File: config.mk
export PLATFORM = sky130hd
export DESIGN_NAME = fir_pio_engine
export DESIGN_NICKNAME = d
export VERILOG_FILES = /design/src/rtl/fir_pio_engine.sv
export SDC_FILE = /design/constraint.sdc
export NUM_CORES = 1
export LEC_CHECK = 0
export CAP_MARGIN = 20
export CORE_AREA = 10 10 274 276
export DETAILED_ROUTE_END_ITERATION = 16
export DIE_AREA = 0 0 284 286
export GPL_TIMING_DRIVEN = 0
export PLACE_DENSITY_LB_ADDON = 0.15
export SLEW_MARGIN = 10
export SYNTH_ARGS = -nofsm -noshare
export SYNTH_HDL_FRONTEND = slang
export SYNTH_SLANG_ARGS = --single-unit
export TNS_END_PERCENT = 100
File: constraint.sdc
create_clock -name clk -period 8.35 [get_ports clk]
set_clock_uncertainty 0.2 [all_clocks]
set_input_delay 1.2525 -clock clk [delete_from_list [all_inputs] [get_ports clk]]
set_output_delay 1.2525 -clock clk [all_outputs]
set_load 0.02 [all_outputs]
File: src/rtl/fir_pio_engine.sv
// Single-MAC FIR engine behind the HPS PIO pair.
// Toggle req/ack protocol, software-loadable Q1.11 coefficients.
module fir_pio_engine #(
  parameter int TAPS      = 16,
  parameter int COEF_FRAC = 11
) (
  input  logic        clk,
  input  logic        reset,
  input  logic [15:0] pio_hps2fpga,
  output logic [15:0] pio_fpga2hps,
  output logic        busy,
  output logic [15:0] sample_count
);
  localparam int PW = $clog2(TAPS);
  localparam int AW = 24 + PW;

  localparam logic [1:0] S_IDLE  = 2'd0;
  localparam logic [1:0] S_MAC   = 2'd1;
  localparam logic [1:0] S_ROUND = 2'd2;
  localparam logic [1:0] S_DONE  = 2'd3;

  localparam logic [1:0] C_PUSH  = 2'b00;
  localparam logic [1:0] C_COEF  = 2'b01;
  localparam logic [1:0] C_CLEAR = 2'b10;

  localparam logic [PW-1:0] LAST = PW'(TAPS - 1);
  localparam logic signed [AW-1:0] HALF = AW'(2 ** (COEF_FRAC - 1));
  localparam logic signed [AW-1:0] MAXV = AW'(2047);
  localparam logic signed [AW-1:0] MINV = AW'(-2048);

  logic [15:0]       in_q;
  logic [1:0]        state;
  logic              req_q;
  logic signed [11:0] coef  [TAPS];
  logic signed [11:0] dline [TAPS];
  logic [PW-1:0]     wr_ptr;
  logic [PW-1:0]     coef_ptr;
  logic [PW-1:0]     tap;
  logic [PW-1:0]     rd_idx;
  logic signed [AW-1:0] acc;
  logic signed [23:0]   prod;
  logic signed [AW-1:0] prod_ext;
  logic signed [AW-1:0] rsum;
  logic signed [AW-1:0] rsh;
  logic signed [11:0]   res;
  logic signed [11:0]   res_n;
  logic                 sat;
  logic                 sat_n;
  logic                 unused;

  assign unused = in_q[12];
  assign busy   = (state != S_IDLE);

  // x[n-k] lives k slots behind the newest sample
  assign rd_idx = (wr_ptr >= tap) ? wr_ptr - tap
                                  : wr_ptr + PW'(TAPS) - tap;
  assign prod     = coef[tap] * dline[rd_idx];
  assign prod_ext = prod;

  always_comb begin
    rsum  = acc + HALF;
    rsh   = rsum >>> COEF_FRAC;
    sat_n = 1'b0;
    res_n = rsh[11:0];
    if (rsh > MAXV) begin
      sat_n = 1'b1;
      res_n = 12'sd2047;
    end else if (rsh < MINV) begin
      sat_n = 1'b1;
      res_n = -12'sd2048;
    end
  end

  always_ff @(posedge clk) begin
    if (reset) begin
      in_q         <= '0;
      state        <= S_IDLE;
      req_q        <= 1'b0;
      wr_ptr       <= '0;
      coef_ptr     <= '0;
      tap          <= '0;
      acc          <= '0;
      res          <= '0;
      sat          <= 1'b0;
      sample_count <= '0;
      pio_fpga2hps <= '0;
      for (int i = 0; i < TAPS; i++) begin
        coef[i]  <= '0;
        dline[i] <= '0;
      end
    end else begin
      in_q <= pio_hps2fpga;
      unique case (state)
        S_IDLE: begin
          if (in_q[15] != pio_fpga2hps[15]) begin
            req_q <= in_q[15];
            state <= S_DONE;
            unique case (in_q[14:13])
              C_PUSH: begin
                dline[wr_ptr] <= in_q[11:0];
                acc   <= '0;
                tap   <= '0;
                state <= S_MAC;
              end
              C_COEF: begin
                coef[coef_ptr] <= in_q[11:0];
                coef_ptr <= (coef_ptr == LAST) ? '0 : coef_ptr + 1'b1;
              end
              C_CLEAR: begin
                for (int i = 0; i < TAPS; i++) dline[i] <= '0;
                coef_ptr     <= '0;
                sample_count <= '0;
              end
              default: ;
            endcase
          end
        end
        S_MAC: begin
          acc <= acc + prod_ext;
          tap <= tap + 1'b1;
          if (tap == LAST) state <= S_ROUND;
        end
        S_ROUND: begin
          res          <= res_n;
          sat          <= sat_n;
          wr_ptr       <= (wr_ptr == LAST) ? '0 : wr_ptr + 1'b1;
          sample_count <= sample_count + 16'd1;
          state        <= S_DONE;
        end
        default: begin
          pio_fpga2hps <= {req_q, sat, 2'b00, res};
          state        <= S_IDLE;
        end
      endcase
    end
  end
endmodule

==> results of run 1 <==
-- cell type report --
cell class / instances / area share [%]
plain buffers: 152 / 2.42
inverters: 218 / 2.47
clock inverters: 18 / 0.498
repair buffers: 99 / 2.79
flip-flops and latches: 489 / 41.2
multi-input cells: 1474 / 42.5
diodes: 1 / 0.00755
well taps: 940 / 3.55
clock buffers: 82 / 4.63
-- registers in the layout, summed over array words and instances (netlist names), named ones only --
| register | count |
|---|---|
| coef | 192 |
| dline | 192 |
| acc | 28 |
| sample_count | 16 |
| in_q | 15 |
| pio_fpga2hps | 14 |
| res | 12 |
| coef_ptr | 4 |
| tap | 4 |
| wr_ptr | 4 |
| state | 2 |
| req_q | 1 |
| sat | 1 |
-- worst min path at each step --
| stage | startpoint | cells after the start | endpoint | slack (ns) |
|---|---|---|---|---|
| finish | acc[4] | 2 | acc[4] | 0.26 |
| global route | acc[4] | 2 | acc[4] | 0.29 |
| CTS | acc[4] | 2 | acc[4] | 0.26 |
| detailed placement | acc[4] | 2 | acc[4] | 0.25 |
| global placement | acc[21] | 2 | acc[21] | 0.24 |
| floorplan | acc[21] | 2 | acc[21] | 0.23 |
-- cell usage after synthesis, types with 7 or more instances --
cell      instances
a21oi_1          49
buf_6             7
inv_1           216
edfxtp_1        384
nor2b_1          68
nand4_1           8
and3_1           10
mux4_2          105
nand2_1         106
nand2b_1         30
o21ai_0          44
clkbuf_1        101
a211oi_1         10
mux2i_1          31
fa_1            181
nor3_1           17
mux2_2           13
xor2_1           26
a21o_1           12
buf_2            32
nor2_1          126
nand3_1          27
ha_1             95
and2_1          392
or2_2            19
xnor2_1          29
dfxtp_1         105
a221o_1          10
-- per-stage QoR --
stage	worst slack [ns]	hold slack (ns)	setup TNS (ns)	cell area, um^2
after floorplan	0.654	0.225	0	29000
after global placement	-1.31	0.239	-18.24	30600
after detailed placement	-1.29	0.247	-16.88	30700
after CTS	0.0116	0.256	0	32600
after global routing	0.00560	0.289	0	33100
final	0.279	0.255	0	33100
-- kinds of logic after synthesis --
kind of cell / after synthesis / share of synthesized area (%)
AND/OR/NAND/NOR: 824 / 15.8
AO/OA/AOI/OAI: 165 / 3.68
multiplexers: 150 / 9.79
flip-flops: 489 / 47.1
XOR/XNOR: 57 / 1.78
adder cells (fa/ha/maj): 276 / 16.6
other: 1 / 0.0129
buffers and inverters: 371 / 5.21
-- placed cells by master (no fill, tap or decap), drive strengths merged, types with 17 or more instances in the layout --
cell type      instances
dfxtp                105
o21ai                 45
nand2                106
nor2                 128
a21oi                 49
xor2                  27
and2                 393
clkbuf               185
nand3                 28
inv                  223
nor3                  17
fa                   181
buf                  100
xnor2                 30
nor2b                 68
clkdlybuf4s50         47
ha                    95
mux2i                 31
mux4                 105
edfxtp               384
nand2b                30
or2                   19
-- repair_timing --
action	4_1_cts	5_1_grt
setup endpoints to repair	19	14
buffers inserted	1	35
cloned	0	2
resized for setup	52	46
hold buffers	0	0
pin swaps	2	9
-- worst max-delay path, delay by kind of cell, from the launching register on --
family          cells  cell delay [ns]
buf+inv             9             0.98
compound gates      6             1.37
mux                 1             0.35
simple gates        4             0.66
flops               1             0.36
fa+ha+maj           9             4.02
-- per-layer routing --
metal  wire length, um  part of all wire (%)  vias up  track usage (%)
met5                 0                     0        -                0
met4              1740                   2.3        0             4.54
li1                  -                     -     8212                -
met3              3370                   4.4       97             2.46
met2             39500                    51      390             33.8
met1             32500                    42     9278             24.1
==> impl_results.md, run 1 <==
* Synth warnings at 0
* Syn Inst Count at about 2300
* CP max stage delay at roughly 0.57 ns
* Final std cells w/o fill at 3473
* Via count at approximately 18000
* Outcome: finished clean
* Total global-route track usage at a little under a fifth
* Post-Route WL at around 77000 um
* Async S/R FF share, synth at 0%
* Crit path time final at between 8 and 9 ns
* Share of cells above drive strength 1 at approximately 15%
* Port Buffer Count at 47
* Vias in the first global route at between 15000 and 20000
* Pins over their slew limit at 0
* Post-synthesis sequential area ratio at ~47%
* HPWL Detailed at 57700 um
* Gr ovfl total at 0
* Detailed Routing Iterations Pass 1 at 5
* CTS sink count at a little under 500
* Cell row count at 97
* GP Congestion at between 0.8 and 0.9
* Mapped Area at 29000 um^2
* Register Area at roughly 14000 um^2
* Slew headroom at 36.1%
* WP data required at between 8 and 9 ns
* Via/cell ratio at 5.18
* Die X-Extent at roughly 280 um
* CTS tree: yes
* Crit Path Category: register to register
* FF-to-FF setup slack at 0.28 ns
* Slowest-stage cell, CP: fa_1
* Max cap viols at 0
* Layout area overhead at 14.4%
* Initial Util at a little over two fifths
* Cell taking the most area after synthesis: edfxtp_1
* Final clock period utilization by the worst path at 96.7%
* Top Ports at between 50 and 60
* Critical Path End: acc[23]
* Clock transition at path regs at about 0.06 ns
* Synth unique cells at 70
* FF-to-FF path depth at 29
* Top FF cell, synth: edfxtp_1
* Largest net degree at the start of global routing at 16
* R2r startpoint: wr_ptr[0]
* Top post-synthesis cells by area: edfxtp_1 40%, fa_1 13%, and2_1 8.5%
* Area of the multi-input gates at ~14000 um^2
* Final net count at 2781
* Actual transition at the worst max-transition pin at about 0.96 ns
* Starting DRT DRC Count at ~1100
* Average size of a mapped cell at approximately 12 um^2
* H-tree depth at 2
* DRC at 0
* Clock Latency Late Sink at just over 0.6 ns
* Final ANT Viol Nets at 0
* Cell count after placement at 3334
* Critical path origin: wr_ptr[0]
* Setup Viol. Count Final at 0
* Die height at 286 um
* #FFs+latches synth at between 400 and 500
* Die ar. at 81200 um^2
* First-pass GRT wire length at between 100000 and 150000 um
* Initial antenna violation count at 4
* Post-synth EDFFs at around 380
* Core Region at ~70000 um^2
* Num CTS Buffers at 53
* Root Driver: clkbuf_16
* RR Endpoint: acc[23]
* Worst Hold Class: register to register
* WP data arrival at roughly 8.4 ns
* Longest Clk Path Bufs at 3
* CP dominant cell by count: fa_1
* Crit-path max FO at 10
* Crit path launch type: register
* Synth top area share at 39.8%
* Core Util, Final at a little under half
* Fillers at around 6200
* RSZ-0062 raised after global routing: false
* WL per Instance at ~22 um
* Max Freq at 0.124 GHz
* Hold Violations, Final at 0
* Worst setup EP type: register
Power of run 1 is left out: the tool's default activity adds up to more than one toggle a clock period on the data nets, which glitch-free logic cannot reach.
==> run 2: changes to the inputs <==
--- a/config.mk
+++ b/config.mk
@@ -9,6 +9,7 @@
 export CORE_AREA = 10 10 274 276
 export DETAILED_ROUTE_END_ITERATION = 16
 export DIE_AREA = 0 0 284 286
+export GPL_ROUTABILITY_DRIVEN = 1
 export GPL_TIMING_DRIVEN = 0
 export PLACE_DENSITY_LB_ADDON = 0.15
 export SLEW_MARGIN = 10
==> constraint.sdc (replaced) <==
create_clock -name clk -period 8.35 [get_ports clk]
set_clock_uncertainty 0.2 [all_clocks]
set_input_delay 0.835 -clock clk [delete_from_list [all_inputs] [get_ports clk]]
set_output_delay 0.835 -clock clk [all_outputs]
set_load 0.02 [all_outputs]
==> results of run 2 <==
No change in the layout: final DEF, timing and power equal those of run 1.
Power of run 2 is left out for the same reason.
==> run 3: changes to the inputs <==
--- a/config.mk
+++ b/config.mk
@@ -5,7 +5,7 @@
 export SDC_FILE = /design/constraint.sdc
 export NUM_CORES = 1
 export LEC_CHECK = 0
-export CAP_MARGIN = 20
+export CAP_MARGIN = 5
 export CORE_AREA = 10 10 274 276
 export DETAILED_ROUTE_END_ITERATION = 16
 export DIE_AREA = 0 0 284 286
==> constraint.sdc (replaced) <==
create_clock -name clk -period 8.94 [get_ports clk]
set_clock_uncertainty 0.2 [all_clocks]
set_input_delay 0.894 -clock clk [delete_from_list [all_inputs] [get_ports clk]]
set_output_delay 0.894 -clock clk [all_outputs]
set_load 0.02 [all_outputs]
==> run 3 against run 2 <==
  * Global-route usage up 0.071 points
  * Clock-buffer cell count decreased by 4
  * Non-clock buffer count fell by 39
  * Sequential share of layout area grew 0.72 points
==> impl_results.md, run 3 (synthesized netlist as in run 1, its figures left out) <==
* Outcome: finished clean
* Crit path launch type: register
* Worst setup EP type: register
* Core Region at 69500 um^2 (unchanged)
* Die height at 286 um (unchanged)
* CTS sink count at 489 (unchanged)
* Finished Cell Area at 32600 um^2 (-1.8%)
* Actual transition at the worst max-transition pin at 1.03 ns (+0.0749 ns)
* Longest Clk Path Bufs at 3 (unchanged)
* Largest net degree at the start of global routing at 16 (unchanged)
* HPWL Detailed at 57800 um (about the same)
* Total global-route track usage at 19.0% (+0.071 points)
* GP Congestion at 0.885 (unchanged)
* Slowest-stage cell, CP: fa_1
* WL per Instance at 22.3 um (+0.58%)
* CP max stage delay at 0.57 ns (about the same)
* Gr ovfl total at 0 (unchanged)
* WP data required at 9.21 ns (+0.57 ns)
* WHS Path Cells at 2 (unchanged)
* Post-Route WL at 76500 um (-0.69%)
* Setup Viol. Count Final at 0 (unchanged)
* Initial Util at 41.7% (unchanged)
* Top Ports at 51 (unchanged)
* Via count at 17800 (-1.2%)
* First-pass GRT wire length at 118000 um (+0.15%)
* Hold Violations, Final at 0 (unchanged)
* Ant. Diodes at 0 (-1)
* FF-to-FF setup slack at 0.37 ns (+0.10 ns)
* Port Buffer Count at 47 (unchanged)
* Die ar. at 81200 um^2 (unchanged)
* Root Driver: clkbuf_16
* Critical path origin: wr_ptr[0]
* Crit-path max FO at 10 (unchanged)
* FF-to-FF path depth at 29 (unchanged)
* Initial antenna violation count at 4 (unchanged)
* CTS tree: yes
* DRC at 0 (unchanged)
* Via/cell ratio at 5.18 (about the same)
* Most common cell after layout, fill and taps aside: and2_1
* Final net count at 2742 (-1.4%)
* Share of cells above drive strength 1 at 12.3% (-2.3 points)
* RR Endpoint: acc[20]
* H-tree depth at 2 (unchanged)
* Crit path time final at 8.57 ns (+0.495 ns)
* Commonest cells after routing, fill and taps aside: 392 x and2_1, 384 x edfxtp_1, 216 x inv_1
* Die X-Extent at 284 um (unchanged)
* Slew headroom at 31.1% (-5.0 points)
* Cell row count at 97 (unchanged)
* Hold_buf cts at 0 (unchanged)
* Num CTS Buffers at 53 (unchanged)
* Pins over their slew limit at 0 (unchanged)
* Crit Path Category: register to register
* Clock transition at path regs at 0.06 ns (about the same)
* Detailed Routing Iterations Pass 1 at 5 (unchanged)
* Final clock period utilization by the worst path at 95.8% (-0.84 points)
* Layout area overhead at 12.4%
* Hold endpoint: acc[2]
* Vias in the first global route at 19200 (+0.37%)
* Max Freq at 0.117 GHz (-5.8%)
* Final ANT Viol Nets at 0 (unchanged)
* WP data arrival at 8.84 ns (+0.48 ns)
* Starting DRT DRC Count at 1138 (+0.98%)
* Worst Hold Class: register to register
* Hold path startpoint: acc[2]
* Max cap viols at 0 (unchanged)
* Area after DPL at 30700 um^2 (about the same)
* Core Util, Final at 46.8% (-0.84 points)
* Largest registers: coef: 192 flops, dline: 192 flops, acc: 28 flops
* Clock Latency Late Sink at 0.62 ns (about the same)
* R2r startpoint: wr_ptr[0]
## run 3: final cells by class
cell class | instances | area [um^2]
fillers | 6259 | 37000
multi-input cells | 1474 | 13900
flip-flops and latches | 489 | 13600
clock buffers | 78 | 1540
well taps | 940 | 1180
inverters | 218 | 818
plain buffers | 153 | 736
repair buffers | 59 | 579
clock inverters | 18 | 134
## run 3: layer usage
layer  up-vias  part of all wire [%]  routed length [um]  GRT usage [%]
li1       8132                     -                   -              -
met4         0                   2.2                1690           4.72
met5         -                     0                   0              0
met2       388                    51               39200           34.0
met1      9151                    42               32000           23.8
met3        94                   4.7                3620           2.86
## run 3: worst max path at each step
| stage | to | slack, ns |
|---|---|---|
| after floorplan | acc[20] | 1.24 |
| after global placement | acc[22] | -0.72 |
| after detailed placement | acc[20] | -0.76 |
| after CTS | acc[23] | 0.02 |
| after global routing | acc[23] | -0.02 |
| final | acc[20] | 0.37 |
## run 3: per-stage QoR
step	worst slack [ns]	hold slack, ns	cells	setup TNS (ns)
2_1_floorplan	1.24	0.225	2334	0
3_3_place_gp	-0.725	0.239	3321	-7.81
3_5_place_dp	-0.756	0.247	3332	-7.81
4_1_cts	0.0210	0.256	3428	0
5_1_grt	-0.0207	0.283	3429	-0.0278
6_report	0.374	0.254	3429	0
## run 3: repair_timing
item	in CTS	in global routing
gates resized for setup	15	32
hold endpoints to repair	0	0
pin swaps	0	0
endpoints found under the setup margin	16	13
buffers inserted	0	1
## run 3: critical path: cells and delay by family, from the launching register on
| kind | cells | cell delay (ns) |
|---|---|---|
| multiplexers | 2 | 0.69 |
| AND/OR/NAND/NOR | 2 | 0.18 |
| XOR/XNOR | 1 | 0.19 |
| AO/OA/AOI/OAI | 7 | 1.63 |
| buffers and inverters | 8 | 0.93 |
| flip-flops | 1 | 0.43 |
| adder cells (fa/ha/maj) | 9 | 4.16 |
Power of run 3 is left out for the same reason.
